===== config.mk =====
export PLATFORM = sky130hd
export DESIGN_NAME = uart_rx_os
export DESIGN_NICKNAME = d
export VERILOG_FILES = /design/src/rtl/uart_pkg.sv /design/src/rtl/uart_sync2.sv /design/src/rtl/uart_rx_os.sv
export SDC_FILE = /design/constraint.sdc
export NUM_CORES = 1
export LEC_CHECK = 0
export CAP_MARGIN = 20
export CORE_MARGIN = 2
export CORE_UTILIZATION = 30
export DETAILED_ROUTE_END_ITERATION = 16
export PLACE_DENSITY = 0.48
export REMOVE_ABC_BUFFERS = 1
export SLEW_MARGIN = 30
export SYNTH_ARGS = -nofsm -noshare
export SYNTH_HDL_FRONTEND = slang
export SYNTH_SLANG_ARGS = --single-unit

===== constraint.sdc =====
create_clock -name clk -period 2.2 [get_ports clk]
set_input_delay 0.22 -clock clk [delete_from_list [all_inputs] [get_ports clk]]
set_output_delay 0.22 -clock clk [all_outputs]
set_load 0.02 [all_outputs]

===== src/rtl/uart_pkg.sv =====
// Shared types and defaults for the UART receive path.
package uart_pkg;

    typedef enum logic [2:0] {
        RX_IDLE,
        RX_START,
        RX_DATA,
        RX_STOP,
        RX_WAIT_IDLE
    } rx_state_t;

    localparam int DEFAULT_CLOCKS_PER_PULSE = 4;
    localparam int DEFAULT_DATA_WIDTH       = 8;

endpackage


===== src/rtl/uart_sync2.sv =====
// Two-flop synchroniser; resets to the idle-high line level.
module uart_sync2 (
    input  logic clk,
    input  logic rst,
    input  logic i_d,
    output logic o_q
);

    logic r_meta;
    logic r_sync;

    always_ff @(posedge clk or posedge rst) begin
        if (rst) begin
            r_meta <= 1'b1;
            r_sync <= 1'b1;
        end else begin
            r_meta <= i_d;
            r_sync <= r_meta;
        end
    end

    assign o_q = r_sync;

endmodule


===== src/rtl/uart_rx_os.sv =====
// 8N1 UART receiver: mid-bit sampling, stop-bit check, sticky ready/overrun.
module uart_rx_os
    import uart_pkg::*;
#(
    parameter int CLOCKS_PER_PULSE = DEFAULT_CLOCKS_PER_PULSE,
    parameter int DATA_WIDTH       = DEFAULT_DATA_WIDTH
) (
    input  logic                  clk,
    input  logic                  rst,
    input  logic                  rx,
    input  logic                  ready_clr,
    output logic [DATA_WIDTH-1:0] data_out,
    output logic                  ready,
    output logic                  frame_err,
    output logic                  overrun,
    output logic                  busy
);

    localparam int HALF  = CLOCKS_PER_PULSE / 2;
    localparam int CNT_W = $clog2(CLOCKS_PER_PULSE);
    localparam int IDX_W = (DATA_WIDTH > 1) ? $clog2(DATA_WIDTH) : 1;

    localparam logic [CNT_W-1:0] CNT_HALF = CNT_W'(HALF - 1);
    localparam logic [CNT_W-1:0] CNT_LAST = CNT_W'(CLOCKS_PER_PULSE - 1);
    localparam logic [IDX_W-1:0] IDX_LAST = IDX_W'(DATA_WIDTH - 1);

    logic                  w_rx_s;

    rx_state_t             r_state;
    logic [CNT_W-1:0]      r_cnt;
    logic [IDX_W-1:0]      r_idx;
    logic [DATA_WIDTH-1:0] r_shift;
    logic [DATA_WIDTH-1:0] r_data;
    logic                  r_ready;
    logic                  r_ferr;
    logic                  r_ovr;
    logic                  r_busy;

    rx_state_t             w_state_nxt;
    logic [CNT_W-1:0]      w_cnt_nxt;
    logic [IDX_W-1:0]      w_idx_nxt;
    logic [DATA_WIDTH-1:0] w_shift_nxt;
    logic [DATA_WIDTH-1:0] w_data_nxt;
    logic                  w_ready_nxt;
    logic                  w_ferr_nxt;
    logic                  w_ovr_nxt;
    logic [DATA_WIDTH:0]   w_cat;

    uart_sync2 u_sync (
        .clk (clk),
        .rst (rst),
        .i_d (rx),
        .o_q (w_rx_s)
    );

    assign w_cat = {w_rx_s, r_shift};

    always_ff @(posedge clk or posedge rst) begin
        if (rst) begin
            r_state <= RX_IDLE;
            r_cnt   <= '0;
            r_idx   <= '0;
            r_shift <= '0;
            r_data  <= '0;
            r_ready <= 1'b0;
            r_ferr  <= 1'b0;
            r_ovr   <= 1'b0;
            r_busy  <= 1'b0;
        end else begin
            r_state <= w_state_nxt;
            r_cnt   <= w_cnt_nxt;
            r_idx   <= w_idx_nxt;
            r_shift <= w_shift_nxt;
            r_data  <= w_data_nxt;
            r_ready <= w_ready_nxt;
            r_ferr  <= w_ferr_nxt;
            r_ovr   <= w_ovr_nxt;
            r_busy  <= (w_state_nxt != RX_IDLE);
        end
    end

    always_comb begin
        w_state_nxt = r_state;
        w_cnt_nxt   = r_cnt;
        w_idx_nxt   = r_idx;
        w_shift_nxt = r_shift;
        w_data_nxt  = r_data;
        w_ready_nxt = r_ready & ~ready_clr;
        w_ovr_nxt   = r_ovr & ~ready_clr;
        w_ferr_nxt  = r_ferr;

        case (r_state)
            RX_IDLE: begin
                if (!w_rx_s) begin
                    w_state_nxt = RX_START;
                    w_cnt_nxt   = '0;
                end
            end
            RX_START: begin
                if (r_cnt == CNT_HALF) begin
                    w_cnt_nxt = '0;
                    w_idx_nxt = '0;
                    w_state_nxt = w_rx_s ? RX_IDLE : RX_DATA;
                end else begin
                    w_cnt_nxt = r_cnt + CNT_W'(1);
                end
            end
            RX_DATA: begin
                if (r_cnt == CNT_LAST) begin
                    w_shift_nxt = w_cat[DATA_WIDTH:1];
                    w_cnt_nxt   = '0;
                    w_idx_nxt   = r_idx + IDX_W'(1);
                    if (r_idx == IDX_LAST) begin
                        w_state_nxt = RX_STOP;
                    end
                end else begin
                    w_cnt_nxt = r_cnt + CNT_W'(1);
                end
            end
            RX_STOP: begin
                if (r_cnt == CNT_LAST) begin
                    w_cnt_nxt   = '0;
                    w_state_nxt = RX_WAIT_IDLE;
                    if (w_rx_s) begin
                        w_data_nxt  = r_shift;
                        w_ready_nxt = 1'b1;
                        w_ferr_nxt  = 1'b0;
                        // A concurrent clear consumes the old byte, so no overrun.
                        if (r_ready && !ready_clr) begin
                            w_ovr_nxt = 1'b1;
                        end
                    end else begin
                        w_ferr_nxt = 1'b1;
                    end
                end else begin
                    w_cnt_nxt = r_cnt + CNT_W'(1);
                end
            end
            RX_WAIT_IDLE: begin
                if (w_rx_s) begin
                    w_state_nxt = RX_IDLE;
                end
            end
            default: begin
                w_state_nxt = RX_IDLE;
            end
        endcase
    end

    assign data_out  = r_data;
    assign ready     = r_ready;
    assign frame_err = r_ferr;
    assign overrun   = r_ovr;
    assign busy      = r_busy;

endmodule


==> run_results.csv <==
group,metric,value,unit
drt,num_vias,823,
sta,max_slew_margin,64.0,%
sta,final-setup-viol-count,0,
floorplanning,row_count,24,
worst_setup_path,start_kind,"flop",
floorplanning,core_area,0.00432,mm^2
sta,fmax,544,MHz
worst_setup_path,crit_family,"simple AND/OR/NAND/NOR gates",
sta,worst_slew_pin_slew,540,ps
floorplanning,die_width,70.7,um
drt,wl_per_cell,13.1,um
cts,cts_tree,"yes",
placement,numPortBuffers,15,
final_layout,register_area,753,um^2
global_route,grt_pass1_wl,4110,um
cts,cts_setup_buffers,0,
sta,drv_slew,0,
yosys,ys.flop_type,"dfrtp_1",
drt,drc_errors,0,
drt,finalWirelength,2280,um
sta,finalHoldViolCount,0,
worst_setup_path,critPathKind,"flop to flop",
global_route,grt_start_max_net_pins,31,
final_layout,nets,130,
cts,clk_path_buf_depth,2,
global_route,antenna_found_initial,0,
placement,post-place-ws,356,ps
yosys,yosysUniqueCellTypes,28,
global_route,gr-total-overflow,0,
final_layout,num_antenna_cells,0,
placement,routabilityCongestion,0.690,
worst_setup_path,rr_startpoint,"r_cnt[0]",
sta,holdWs,297,ps
power,p_comb_share,23.6,%
drt,antenna_left,0,
cts,clock-sinks,30,
worst_setup_path,path_max_fanout,10,
yosys,yosysWarningCount,0,
final_layout,finish.utilization,39.0,%
yosys,ys_ff_latch,30,
power,switching_share,29.1,%
worst_setup_path,cp.required,2370,ps
worst_setup_path,arrival,2000,ps
cts,ctsHoldBuffers,0,
sta,finalCritPeriodShare,83.5,%
power,ir_worst_vdd,427,uV
worst_setup_path,endpoint_kind,"flop",
sta,rsz0062_at_grt,"false",
cts,clk_pin_slew,70,ps
sta,fin_crit,1840,ps
worst_setup_path,slowest_stage,"or2_1",
outcome,status,"completed",
final_layout,multi_input_area,533,um^2
worst_setup_path,path_buf_inv,0,
power,power_density,1150,mW/mm^2
final_layout,syn_to_final_growth,26.1,%
floorplanning,die_area,0.00500,mm^2
power,seqPwrFrac,40.2,%
cts,clk_latency,280,ps
cts,numCtsBuffers,5,
yosys,ys_seq_area_share,56.4,%
cts,clock_tree.root_cell,"clkbuf_8",
placement,placed_cell_area,0.00154,mm^2
worst_setup_path,cp_slowest_stage_delay,460,ps
power,power_frac_clock,36.2,%
sta,clock_skew,9.64,ps
yosys,syn_avg_cell_area,13.2,um^2
yosys,ys_async_sr_fraction,100,%
sta,setup_ws,363,ps
worst_setup_path,critPathLaunch,"r_cnt[0]",
power,p_int,1380,uW
global_route,grt_pass1_vias,882,
final_layout,drive_above_1_share,24.6,%
yosys,synthCells,101,
drt,detail_route.iter0.violations,37,
final_layout,fin_area,0.00169,mm^2
worst_setup_path,crit_chain,"ha_1 > nand4b_1 > or2_1 > mux2_4",
cts,cts_max_level,2,
yosys,synth_edf_count,0,
drt,drt-pass1-iter-count,4,
global_route,gr-usage-all-layers,10.6,%
placement,hpwl,1570,um
drt,viasPerCell,4.73,
power,leakagePower,0.000802,uW
yosys,synthesis.area,0.00134,mm^2
sta,finalSetupTns,0,ps
flow_run,drv_cap,0,
cts,cts_resized,0,
floorplanning,io-pin-count,16,
floorplanning,die_h,70.7,um
min_path,hp-class,"input port to async pin",
final_layout,num-fill-cells,440,
power,netSwitchingPower,566,uW
floorplanning,start_util,30.9,%
-- path summary, 6_finish.rpt --
kind	endpoint	slack [ps]	cells past startpoint
setup / recovery	data_out[6]	360	4
hold / removal	ready	300	3
setup reg to reg	data_out[6]	360	4
hold reg to reg	u_sync.o_q	360	0
max in group asynchronous	u_sync.r_meta	1580	3
min in group clk	u_sync.r_meta	340	1
-- per-layer routing --
layer	share of wire, %	global-route usage, %
met2	46	16.6
met5	0	0
met4	2.1	5.03
met1	49	13.4
met3	3.9	3.42
-- state kept, by name, indices dropped and copies added, names as in the netlist --
name,cells
busy,1
data_out,8
frame_err,1
overrun,1
r_cnt,2
r_idx,3
r_shift,8
r_state,3
ready,1
u_sync.o_q,1
u_sync.r_meta,1
-- layout make-up --
class	instances	area share [%]
flip-flops and latches	30	44.7
repair buffers	17	9.80
multi-input cells	60	31.6
clock inverters	2	3.56
inverters	7	1.56
well taps	52	3.86
clock buffers	6	4.90
-- cells by family after synthesis --
kind of cell	share of synthesized area, %
DFF	56.4
muxes	18.9
and+or+nand+nor	7.68
buffers and inverters	3.74
adders and majority gates	4.68
AOI/OAI and AO/OA	8.61
-- cell usage in the layout (no fill, tap or decap), types with 2 or more instances in the layout --
master and n:
mux2_2 8, clkbuf_8 6, dfrtp_1 28, a22oi_1 2, o21ai_0 8, nand2b_1 3, nor2_1 6, mux2i_1 2
inv_1 7, bufinv_16 2, ha_1 5, a22o_1 2, mux2_4 8, dfstp_2 2, clkdlybuf4s50_1 15, buf_4 2
nand2_1 4
-- power groups by stage --
stage / registers [uW] / logic [uW] / clock network, uW
5_1_grt: 802 / 518 / 749
4_1_cts: 785 / 468 / 717
3_5_place_dp: 795 / 467 / 0
2_1_floorplan: 797 / 300 / 0
6_report: 782 / 458 / 703
3_3_place_gp: 789 / 447 / 0
-- worst min-delay path, delay by kind of cell --
family / cells / cell delay, ps
buf+inv: 3 / 770
-- cells in the mapped netlist (all sizes together) (2+ instances only) --
library cell / number / area [um^2]
dfrtp: 28 / 701
ha: 5 / 62.6
a22oi: 2 / 15.0
mux2: 16 / 210
inv: 7 / 26.3
dfstp: 2 / 52.6
o21ai: 8 / 40.0
nor2: 6 / 22.5
buf: 3 / 20.0
nand2b: 3 / 18.8
a22o: 2 / 17.5
mux2i: 2 / 20.0
nand2: 4 / 15.0
-- through the flow --
step | total power, uW | cells
2_1_floorplan | 1100 | 97
3_3_place_gp | 1240 | 166
3_5_place_dp | 1260 | 166
4_1_cts | 1970 | 174
5_1_grt | 2070 | 174
6_report | 1940 | 174
(Power assumes the default switching activity.)
